<file path="src/rtl/ps2_rx_fifo.sv">
// PS/2 keyboard receiver: synchroniser, frame checker, make/break/extended
// prefix decoder and a first-word-fall-through key event FIFO.
module ps2_rx_fifo #(
  parameter int FIFO_DEPTH     = 8,
  parameter int SYNC_STAGES    = 3,
  parameter int TIMEOUT_CYCLES = 50000,
  parameter int DECODE_PREFIX  = 1,
  localparam int CW = $clog2(FIFO_DEPTH) + 1
) (
  input  logic          clk,
  input  logic          resetn,
  input  logic          ps2_clk,
  input  logic          ps2_data,
  output logic          out_valid,
  input  logic          out_ready,
  output logic [7:0]    out_data,
  output logic          out_break,
  output logic          out_ext,
  output logic [CW-1:0] out_count,
  output logic          parity_err,
  output logic          frame_err,
  output logic          overflow
);

  localparam int AW = $clog2(FIFO_DEPTH);
  localparam int TW = $clog2(TIMEOUT_CYCLES + 1);

  typedef enum logic {IDLE, RECV} state_t;

  logic [SYNC_STAGES-1:0] kc;
  logic [SYNC_STAGES-1:0] kd;
  logic                   kprev;
  logic                   sample;
  logic                   din;

  state_t        state;
  logic [3:0]    bitcnt;
  logic [8:0]    sr;
  logic [TW-1:0] tcnt;
  logic          ext_pend;
  logic          brk_pend;

  logic          stop_bit;
  logic          par_ok;
  logic          good;
  logic          is_pfx;
  logic          push_req;
  logic [9:0]    entry;

  logic [9:0]    mem [FIFO_DEPTH];
  logic [AW-1:0] wp;
  logic [AW-1:0] rp;
  logic          full;
  logic          pop;
  logic          wr;

  // Idle bus is high, so the chain resets to 1 to avoid a fake edge.
  always_ff @(posedge clk) begin
    if (!resetn) begin
      kc    <= '1;
      kd    <= '1;
      kprev <= 1'b1;
    end else begin
      kc    <= {kc[SYNC_STAGES-2:0], ps2_clk};
      kd    <= {kd[SYNC_STAGES-2:0], ps2_data};
      kprev <= kc[SYNC_STAGES-1];
    end
  end

  assign sample = kprev & ~kc[SYNC_STAGES-1];
  assign din    = kd[SYNC_STAGES-1];

  assign stop_bit = sample && (state == RECV) && (bitcnt == 4'd10);
  assign par_ok   = ^sr;
  assign good     = stop_bit & din & par_ok;
  assign is_pfx   = (DECODE_PREFIX != 0) &&
                    ((sr[7:0] == 8'hE0) || (sr[7:0] == 8'hF0));
  assign push_req = good & ~is_pfx;
  assign entry    = {sr[7:0], brk_pend, ext_pend};

  always_ff @(posedge clk) begin
    if (!resetn) begin
      state      <= IDLE;
      bitcnt     <= '0;
      sr         <= '0;
      tcnt       <= '0;
      ext_pend   <= 1'b0;
      brk_pend   <= 1'b0;
      parity_err <= 1'b0;
      frame_err  <= 1'b0;
    end else begin
      parity_err <= 1'b0;
      frame_err  <= 1'b0;
      case (state)
        IDLE: begin
          tcnt <= '0;
          if (sample && !din) begin
            state  <= RECV;
            bitcnt <= 4'd1;
          end
        end
        RECV: begin
          if (sample) begin
            tcnt <= '0;
            if (bitcnt == 4'd10) begin
              state  <= IDLE;
              bitcnt <= '0;
              if (!din) frame_err <= 1'b1;
              else if (!par_ok) parity_err <= 1'b1;
              if (!good) begin
                ext_pend <= 1'b0;
                brk_pend <= 1'b0;
              end else if (is_pfx && sr[7:0] == 8'hE0) begin
                ext_pend <= 1'b1;
              end else if (is_pfx) begin
                brk_pend <= 1'b1;
              end else begin
                ext_pend <= 1'b0;
                brk_pend <= 1'b0;
              end
            end else begin
              sr     <= {din, sr[8:1]};
              bitcnt <= bitcnt + 4'd1;
            end
          end else if (tcnt == TW'(TIMEOUT_CYCLES - 1)) begin
            state     <= IDLE;
            bitcnt    <= '0;
            tcnt      <= '0;
            frame_err <= 1'b1;
            ext_pend  <= 1'b0;
            brk_pend  <= 1'b0;
          end else begin
            tcnt <= tcnt + TW'(1);
          end
        end
        default: state <= IDLE;
      endcase
    end
  end

  assign out_valid = (out_count != '0);
  assign full      = (out_count == CW'(FIFO_DEPTH));
  assign pop       = out_valid & out_ready;
  assign wr        = push_req & (~full | pop);

  always_ff @(posedge clk) begin
    if (wr) mem[wp] <= entry;
  end

  always_ff @(posedge clk) begin
    if (!resetn) begin
      wp        <= '0;
      rp        <= '0;
      out_count <= '0;
      overflow  <= 1'b0;
    end else begin
      if (wr)  wp <= wp + AW'(1);
      if (pop) rp <= rp + AW'(1);
      if (wr && !pop) out_count <= out_count + CW'(1);
      else if (pop && !wr) out_count <= out_count - CW'(1);
      if (push_req && full && !pop) overflow <= 1'b1;
    end
  end

  assign out_data  = out_valid ? mem[rp][9:2] : 8'h00;
  assign out_break = out_valid & mem[rp][1];
  assign out_ext   = out_valid & mem[rp][0];

endmodule
</file>
<file path="config.mk">
export PLATFORM = sky130hd
export DESIGN_NAME = ps2_rx_fifo
export DESIGN_NICKNAME = d
export VERILOG_FILES = /design/src/rtl/ps2_rx_fifo.sv
export SDC_FILE = /design/constraint.sdc
export NUM_CORES = 1
export LEC_CHECK = 0
export BUFFER_PORTS_ARGS = -buffer_cell sky130_fd_sc_hd__buf_4
export CORE_MARGIN = 2
export CORE_UTILIZATION = 61
export DETAILED_ROUTE_END_ITERATION = 7
export PLACE_DENSITY = 0.79
export SYNTH_ARGS = -nofsm -noshare
export SYNTH_HDL_FRONTEND = slang
export SYNTH_SLANG_ARGS = --single-unit
</file>
<file path="constraint.sdc">
create_clock -name clk -period 3.74 [get_ports clk]
set_input_delay 0.187 -clock clk [delete_from_list [all_inputs] [get_ports clk]]
set_output_delay 0.187 -clock clk [all_outputs]
set_load 0.03 [all_outputs]
</file>
==> key figures <==
Status
  • Result of the run: finished clean

STA
  • Final slew viol count: 0
  • Worst slew margin relative to its limit: between 30% and 40%
  • Setup-failing EPs final: 0
  • Fmax: 0.2927 GHz
  • Post-Route Hold Slack: roughly 0.41 ns
  • Final critical-path share of the clock period: about nine tenths
  • Min cycle time layout: approximately 3.4 ns
  • Count of final hold-check violations: 0
  • Unrepaired setup endpoints after global routing: false
  • Maximum clock skew at final layout: around 0.0078 ns
  • Setup tns final: 0 ns
  • Least-Margin Pin Slew: ~0.96 ns
  • Crit path setup slack, layout: 0.3231 ns

Worst setup path
  • Endpoint arrival time on the critical path: around 3.8 ns
  • Type of origin of the critical path: flop
  • R2r startpoint: sr[7]
  • Crit. End Element: flop
  • Worst Path Required: between 4 and 5 ns
  • Critical setup path kind: flop to flop
  • Register-to-register setup slack: 0.32 ns
  • Reg2reg path depth: 12
  • Highest fanout seen on the critical path: 11
  • Worst reg2reg endpoint: out_count[3]

Logic synthesis
  • Number of synthesized flops with an enable pin: 80
  • Top flip-flop cell by instance count after synthesis: edfxtp_1
  • Synthesized area per cell: between 10 and 15 µm²
  • Warnings, synthesis: 0
  • Synth top cells by count: edfxtp_1 (80), dfxtp_1 (55), nor2_1 (55)
  • Synthesized area: ~5500 µm²
  • Async S/R FF share, synth: 0%
  • Post-synthesis cell type count: 46
  • Syn Inst Count: 404
  • Portion of the post-synthesis area used by sequential elements: between 60% and 70%
  • Library cell occupying the most area in the post-synthesis netlist: edfxtp_1
  • Proportion of netlist area held by the largest area contributor: a little over two fifths
  • Synthesis-stage register bit count: around 140
  • Cell types occupying the most area after synthesis: edfxtp_1 (44%), dfxtp_1 (20%), mux4_2 (8.2%)
  • Leading cell type by number of instances after synthesis: edfxtp_1
  • Synth Net Count: 423

Global route
  • Maximum number of pins on one net before global-route repair: 25
  • Aggregate global routing overflow: 0
  • First-pass GRT wire length: about 17000 µm
  • Antenna violations before repair: 0
  • GR Util All Layers: between 20 and 25%
  • Number of global-route vias before repair: between 3k and 4k

Die
  • Core region area: ~8700 µm²
  • Die boundary width: around 99 µm
  • DIE HEIGHT: 98.82 µm
  • Ports: 23
  • # rows: 34
  • Full die area: 9764 µm²
  • Initial core utilization: between 60% and 70%

Detailed routing
  • Total Routed Length: approximately 10000 µm
  • Drc violations: 0
  • Avg Vias per Cell: roughly 5.6
  • Remaining antenna violation count after routing: 0
  • Number of vias in the routed layout: about 3.2k
  • Drt first pass iters: 4
  • Number of violations reported at the end of detailed-routing iteration 0: 287
  • Post-DR wirelength/cell: 17.78 µm

Power
  • Maximum resistive drop on vdd: approximately 360 µV
  • Total power: between 3 and 4 mW
  • Leakage component of the power: approximately 2.2 nW
  • P per Cell Area: approximately 600 nW/µm²

Finish
  • Layout cell share with drive strength beyond 1: between 20 and 25%
  • Final instance area: 6434 µm²
  • Area Overhead vs Synth: 17.32%
  • # diodes: 0
  • Final Net Count: 466

CTS
  • Max Buffers Root-to-Sink: 2
  • Num Clock Sinks: about 140
  • Clock tree from TritonCTS: yes
  • Insertion delay to the later sink of the worst-skew pair: slightly above 0.5 ns
  • Buffer type at the clock tree root: clkbuf_8
  • CTS H-tree lvls: 4
  • CTS Buf Count: 17
  • Clock-pin slew of the registers on the worst-case setup and hold paths: ~0.06 ns

Placed design
  • Count of input and output buffers: 22
  • Post-placement cell area: 5796 µm²
  • DP HPWL: 6381 µm
  • Worst slack after detailed placement: 0.3491 ns
  • Placer's final routability congestion estimate: roughly 0.75

Min path
  • Kind of path behind the tightest hold check: flop to flop
  • Count of cells along the worst hold path: 1
  • Hold path endpoint: kd[2]
  • Start point of the worst hold path: kd[1]

Job
  • Total of max-cap violations: 0
metrics by stage:
stage          std cells  util [%]
6_report             568     73.77
5_1_grt              568     73.77
4_1_cts              568     73.77
3_5_place_dp         530     66.46
3_3_place_gp         530     66.46
2_1_floorplan        404         -
power breakdown:
part           switching, mW  total (mW)  internal (mW)
Clock                  0.633        1.61          0.974
Sequential            0.0341        1.62           1.58
Combinational          0.354       0.633          0.279
Total                   1.02        3.86           2.84
layout make-up:
class | instances | area (µm²)
sequential | 135 | 3503
clock inverter | 13 | 146.4
timing repair buffer | 38 | 300.3
multi-input combinational | 243 | 1872
inverter | 12 | 45.04
fill | 543 | 2287
clock buffer | 19 | 431.7
tap | 108 | 135.1
cells in the final DEF, fill, tap and decap left out, types with 6 or more instances in the layout:
cell type | synthesis | layout
a21oi_1 | 16 | 16
buf_4 | 0 | 32
clkbuf_16 | 0 | 16
dfxtp_1 | 55 | 55
dlygate4sd3_1 | 0 | 6
edfxtp_1 | 80 | 80
ha_1 | 13 | 13
inv_1 | 12 | 12
mux2i_1 | 12 | 12
mux4_2 | 20 | 20
nand2_1 | 32 | 32
nand2b_1 | 13 | 13
nand3_1 | 8 | 8
nor2_1 | 55 | 55
nor3_1 | 8 | 8
xnor2_1 | 13 | 13
xor2_1 | 10 | 10
what timing repair did:
action,CTS,global route
hold endpoints to repair,10,0
hold buffers,6,0
setup buffers,0,0
gates resized for setup,0,0
endpoints found under the setup margin,0,0
cell families after synthesis:
| group | after synthesis | synth area share (%) |
|---|---|---|
| adders and majority gates | 14 | 3.331 |
| muxes | 32 | 10.40 |
| AOI/OAI and AO/OA | 31 | 3.514 |
| xor gates and xnor gates | 24 | 4.084 |
| DFF | 135 | 63.88 |
| buffers and inverters | 26 | 1.985 |
| and+or+nand+nor | 142 | 12.80 |
state kept, by name, summed over array words and instances, names as in the netlist, named ones only:
signal	flops
frame_err	1
kd	3
rp	3
kprev	1
brk_pend	1
overflow	1
kc	3
out_count	4
state	1
bitcnt	4
mem	80
parity_err	1
ext_pend	1
wp	3
tcnt	16
sr	9
critical path, cell delays in order (launching register included):
cell and delay [ns]:
dfxtp_1 0.54, ha_1 0.33, xnor3_1 0.39, xnor2_1 0.21, nor4_4 0.36, ha_1 0.26
inv_1 0.10, ha_1 0.28, a21o_1 0.17, a21oi_1 0.17, xnor2_1 0.09, or3_1 0.30
a21oi_1 0.14
worst max path at each step:
stage	cells after the start	endpoint	slack, ns	start
floorplan	12	out_count[3]	0.69	sr[7]
global placement	12	out_count[3]	0.47	sr[7]
detailed placement	12	out_count[3]	0.35	sr[7]
CTS	13	out_count[3]	0.32	sr[1]
global route	13	out_count[3]	0.03	sr[1]
finish	12	out_count[3]	0.32	sr[7]
layer usage:
metal	vias up	wire length, µm	track usage (%)
met5	-	0	0
met4	0	69	7.482
met3	6	387	5.035
met2	63	5284	38.20
met1	1547	4358	29.48
li1	1553	-	-
Power figures use the tool's default switching activity.
